$ cat src/rtl/cache_fill_fsm.sv
// rtl/cache_fill_fsm.sv - cache miss block-fill controller between cache ports and pipelined main memory
module cache_fill_fsm #(
    parameter int WORDS_PER_BLOCK = 8,
    parameter int MEM_LATENCY     = 4
) (
    input  logic        clk,
    input  logic        rst,
    input  logic        miss_detected,
    input  logic [15:0] miss_address,
    input  logic        memory_data_valid,
    output logic        fsm_busy,
    output logic        memory_read_en,
    output logic [15:0] memory_address,
    output logic        write_data_array,
    output logic [15:0] cache_word_addr,
    output logic        write_tag_array
);

    // Counter width holds WORDS_PER_BLOCK itself; it also equals the number
    // of byte-offset bits in a block (block bytes = 2 * WORDS_PER_BLOCK).
    localparam int CW = $clog2(WORDS_PER_BLOCK) + 1;
    localparam int OB = CW;

    // Catch unusable parameterisations at elaboration time.
    if (WORDS_PER_BLOCK < 2 || (WORDS_PER_BLOCK & (WORDS_PER_BLOCK - 1)) != 0) begin : g_bad_words
        $error("WORDS_PER_BLOCK must be a power of two, at least 2");
    end
    if (MEM_LATENCY < 1) begin : g_bad_latency
        $error("MEM_LATENCY must be at least 1");
    end

    typedef enum logic {
        IDLE = 1'b0,
        FILL = 1'b1
    } state_t;

    state_t          state;
    state_t          state_next;
    logic [CW-1:0]   issue_cnt;
    logic [CW-1:0]   recv_cnt;
    logic [15:OB]    base_hi;
    logic            issue_done;
    logic [CW-2:0]   issue_idx;
    logic            last_word;
    logic            unused_offset_bits;

    // Only the block-aligned part of the miss address is kept.
    assign unused_offset_bits = ^miss_address[OB-1:0];

    // Once all requests are out, the index pins at the last word so the
    // address bus holds its final value instead of wrapping to word 0.
    assign issue_done = issue_cnt[CW-1];
    assign issue_idx  = issue_done ? {(CW-1){1'b1}} : issue_cnt[CW-2:0];
    assign last_word  = (recv_cnt == CW'(WORDS_PER_BLOCK - 1));

    // State register.
    always_ff @(posedge clk) begin
        if (rst) begin
            state <= IDLE;
        end else begin
            state <= state_next;
        end
    end

    // Next state and outputs; addresses are built by concatenation so the
    // word offset can never carry into the block-number bits.
    always_comb begin
        state_next       = state;
        fsm_busy         = 1'b0;
        memory_read_en   = 1'b0;
        memory_address   = 16'h0000;
        write_data_array = 1'b0;
        cache_word_addr  = 16'h0000;
        write_tag_array  = 1'b0;
        case (state)
            IDLE: begin
                if (miss_detected) begin
                    state_next = FILL;
                end
            end
            FILL: begin
                fsm_busy        = 1'b1;
                memory_read_en  = ~issue_done;
                memory_address  = {base_hi, issue_idx, 1'b0};
                cache_word_addr = {base_hi, recv_cnt[CW-2:0], 1'b0};
                if (memory_data_valid) begin
                    write_data_array = 1'b1;
                    if (last_word) begin
                        write_tag_array = 1'b1;
                        state_next      = IDLE;
                    end
                end
            end
            default: begin
                state_next = IDLE;
            end
        endcase
    end

    // Block base latch and the independent issue / receive counters.
    always_ff @(posedge clk) begin
        if (rst) begin
            base_hi   <= '0;
            issue_cnt <= '0;
            recv_cnt  <= '0;
        end else begin
            case (state)
                IDLE: begin
                    if (miss_detected) begin
                        base_hi   <= miss_address[15:OB];
                        issue_cnt <= '0;
                        recv_cnt  <= '0;
                    end
                end
                FILL: begin
                    if (!issue_done) begin
                        issue_cnt <= issue_cnt + CW'(1);
                    end
                    if (memory_data_valid) begin
                        recv_cnt <= recv_cnt + CW'(1);
                    end
                end
                default: begin
                    issue_cnt <= '0;
                    recv_cnt  <= '0;
                end
            endcase
        end
    end

endmodule
$ cat config.mk
export PLATFORM = sky130hd
export DESIGN_NAME = cache_fill_fsm
export DESIGN_NICKNAME = d
export VERILOG_FILES = /design/src/rtl/cache_fill_fsm.sv
export SDC_FILE = /design/constraint.sdc
export NUM_CORES = 1
export LEC_CHECK = 0
export ABC_AREA = 1
export BUFFER_PORTS_ARGS = -buffer_cell sky130_fd_sc_hd__buf_4
export CORE_AREA = 2 2 54 56
export DETAILED_ROUTE_END_ITERATION = 8
export DIE_AREA = 0 0 56 58
export PLACE_DENSITY = 0.86
export SETUP_SLACK_MARGIN = 0.05
export SLEW_MARGIN = 20
export SYNTH_ARGS = -nofsm -noshare
export SYNTH_HDL_FRONTEND = slang
export SYNTH_SLANG_ARGS = --single-unit
export TNS_END_PERCENT = 20
$ cat constraint.sdc
create_clock -name clk -period 1.32 [get_ports clk]
set_input_delay 0.066 -clock clk [delete_from_list [all_inputs] [get_ports clk]]
set_output_delay 0.066 -clock clk [all_outputs]
set_load 0.005 [all_outputs]
# Word-level counts from Yosys, hierarchy flattened
# Cells that the tools add are included.
# totals
ff_bits,21
# classes
n_addsub,2
eq_ne,4
n_mux,19
n_bitwise,2
n_reduce_logical,3
# ops
op,n
16-bit two-way mux,2
4-bit one-hot mux with 2 select lines,2
4-bit two-way mux,3
1-bit two-way mux,10
4-bit by 1-bit adder with 4-bit output (second input constant),2
2-bit != test (second input constant),3
2-bit AND reduction,3
4-bit by 3-bit equality test with 1-bit output (second input constant),1
3-bit two-way mux,1
1-bit NOT,2
1-bit one-hot mux with 2 select lines,1

# Depth between registers and ports, before layout
# logic_depth
depth_word,4
depth_mapped,6

# Least setup slack after synthesis
# Ideal clock, no wire load.
# synth_timing
path_type,reg-to-output
from,register state
to,output memory_address[10]
t_arrival_ns,0.971
required_time_ns,1.254
setup_slack_ns,0.283
stages_incl_launch_ff,6
path_cell_list,dfxtp_1 -> buf_6 -> buf_2 -> nand2_1 -> inv_1 -> buf_4
# synth_via
elab_chain_len,1
# synth_rtl
item,line,source
"start, declared",37,state_t state;
"start signal, assigned",61,state <= state_next;
16-bit two-way mux,75,case (state)
"end, declared",13,"output logic [15:0] memory_address,"
# No other way between the ends.

# Final worst setup path
# layout_timing
from,register recv_cnt[1]
to,output write_tag_array
# layout_via
elab_chain_len,4
# layout_rtl
item,line,source
"start, declared",40,logic [CW-1:0] recv_cnt;
"start signal, assigned",120,recv_cnt <= recv_cnt + CW'(1);
4-bit by 3-bit equality test with 1-bit output,54,assign last_word = (recv_cnt == CW'(WORDS_PER_BLOCK - 1));
1-bit two-way mux,88,if (last_word) begin
1-bit two-way mux,86,if (memory_data_valid) begin
1-bit two-way mux,75,
"end, declared",16,output logic write_tag_array
# No other way between the ends.

==> run metrics <==
status complete, no violations; die area 0.003248 sq mm; Syn Std Cell Area 0.001142 sq mm; IO Port Bufs 49; cell area after layout 0.001658 sq mm; pre-CTS setup slack 138.2 ps; Crit. End Element output port; vias in the first global route 961; Initial Util 42.90%; Seq/Total Area, Yosys 36.80%; Post-Layout Cell Count 244; layout cell share with drive strength beyond 1 47.89%; Post-Synthesis Cells 165; Worst EP arrival 1190 ps; Max clock buf depth 2; critical path peak fanout 2; dpl cells 229; Nets 236; EDFF count, synth 0; Max Slew Vio Count 0; pin count of the biggest net entering global routing 19; Max rail drop VDD 0.0006342 V; vias per cell 4.557; vias 1112; fmax 793.2 MHz; kind of critical path flop to output port; global-route wire length before repair 3.870 mm; Post-synth top flop dfxtp_1; Yosys cell types 21; H-Tree Depth 1; Cell Pwr Density 784.0 mW/mm^2; Top-Level Pins 56; row cnt 19; Die Span Y 58 microns; Startpoint Class flop; clk_lat worst skew 290 ps; die width 56 microns; P&R area growth vs syn 45.13%; Inserted Diodes 0; CP Data Required Time 1250 ps; Hold WC Path Type input pin to flop; Post-DP HPWL 1.643 mm; Sink Count 21; Synth async-reset ratio 0%; syn_area_per_cell 6.923 sq um; setup ws final 59.34 ps; RSZ-0062 raised after global routing true; routed length per instance 10.13 microns; Core Area 0.002663 sq mm; clock-pin slew on the worst setup and hold paths 110 ps; final count of hold timing violations 0; number of max-cap violations 0; Tcrit/Tclk final 95.50%; initial antenna violation count 0; RD Place Congestion 0.8076; LEAKAGE 0.8762 nW; dpl cell area 0.001420 sq mm; post-route ant nets 0; Routed WL 2.471 mm; Seq cells post-synth 21; CTS tree built; Hold Worst Slack 14.22 ps; skew final 8.564 ps; post-layout min period 1261 ps; clock root buffer clkbuf_4; gr ovfl total 0; Yosys warning total 0; detailed-route DRC error count 0; CTS buffer count 3; final setup violating endpoints 0; drt first pass iters 4; total global-route track usage 14.70%; R2R setup slack 220 ps; 1st-iter DRT viols 28
## placed cells by master, fill, tap and decap left out, types with 8 or more instances in the layout
cell      n
a21oi_1   8
buf_4    51
dfxtp_1  18
inv_1    12
inv_2    13
nand2_1  14
nand2_2   8
nor2_1   27
nor2_2    8
o21ai_0   8
o21ai_1   9
## path summary, 6_finish.rpt
check,from,endpoint,cells past startpoint
worst max-delay path,recv_cnt[1]$_SDFFE_PP0P_,write_tag_array,4
worst min-delay path,miss_address[13],base_hi[13]$_SDFFE_PP0P_,3
worst max register to register,recv_cnt[1]$_SDFFE_PP0P_,state$_SDFF_PP0_,6
worst min register to register,issue_cnt[2]$_SDFFE_PP0P_,issue_cnt[3]$_SDFFE_PP0P_,2
## timing repair
item                                   in CTS  in global routing
hold buffers                                4                  0
gates resized for setup                     8                 31
setup buffers                               5                  1
setup endpoints to repair                   2                 29
gates cloned                                0                  1
endpoints found under the hold margin       6                  0
pin swaps                                   1                  4
## synth_stat cells (3+ instances only)
library cell  instances  area share [%]
a21oi_1               8             3.5
buf_4                14             9.2
nor2_1               27             8.9
nor2_2                9             4.9
nand2_1              24             7.9
nand3_1               5             2.2
o21ai_1               9             3.9
buf_6                 3             3.0
o21ai_0               8             3.5
inv_1                21             6.9
dfxtp_1              21              37
inv_2                 5             1.6
## flip-flops by register name (all words and copies together), names as in the netlist
| signal | flops |
|---|---|
| base_hi | 12 |
| state | 1 |
| recv_cnt | 4 |
| issue_cnt | 4 |
## where the power goes
part / switching [mW] / internal [mW] / leakage [nW]
clock: 0.177 / 0.117 / 0.0150
sequential: 0.0285 / 0.671 / 0.174
combinational: 0.148 / 0.159 / 0.687
total: 0.353 / 0.946 / 0.876
## layer usage
| metal | wire (microns) | GRT usage, % | vias up | part of all wire, % |
|---|---|---|---|---|
| met1 | 1042 | 17.87 | 490 | 42 |
| li1 | - | - | 586 | - |
| met2 | 1281 | 26.22 | 34 | 52 |
| met3 | 137 | 2.232 | 2 | 5.5 |
| met5 | 0 | 0 | - | 0 |
| met4 | 9 | 5.782 | 0 | 0.36 |
## kinds of logic after synthesis
group | count (synthesis) | synth area share, %
flops | 21 | 36.80
fa+ha+maj | 2 | 2.190
buf+inv | 45 | 21.47
simple gates | 71 | 28.26
compound gates | 25 | 10.95
other cells | 1 | 0.3283
## final cells by class
cell class,instances,area [sq um]
Clock buffer,4,26.28
Fill cell,268,1005
Inverter,26,100.1
Multi-Input combinational cell,100,544.3
Sequential cell,21,429.2
Tap cell,31,38.79
Timing Repair Buffer,62,519.2
## through the flow
step | total power, mW | setup TNS (ps) | utilization (%)
2_1_floorplan | 0.8739 | 0 | -
3_3_place_gp | 0.9558 | 0 | 53.34
3_5_place_dp | 0.9617 | 0 | 53.34
4_1_cts | 1.286 | 0 | 57.94
5_1_grt | 1.390 | -4.719 | 62.27
6_report | 1.300 | 0 | 62.27
## worst max-delay path: stages, from the launching register on
cell	delay, ps
dfxtp_2	370
ha_4	150
nand2_4	60
nor3_4	190
buf_4	140
Note: power is estimated with default switching activity, not from simulation.
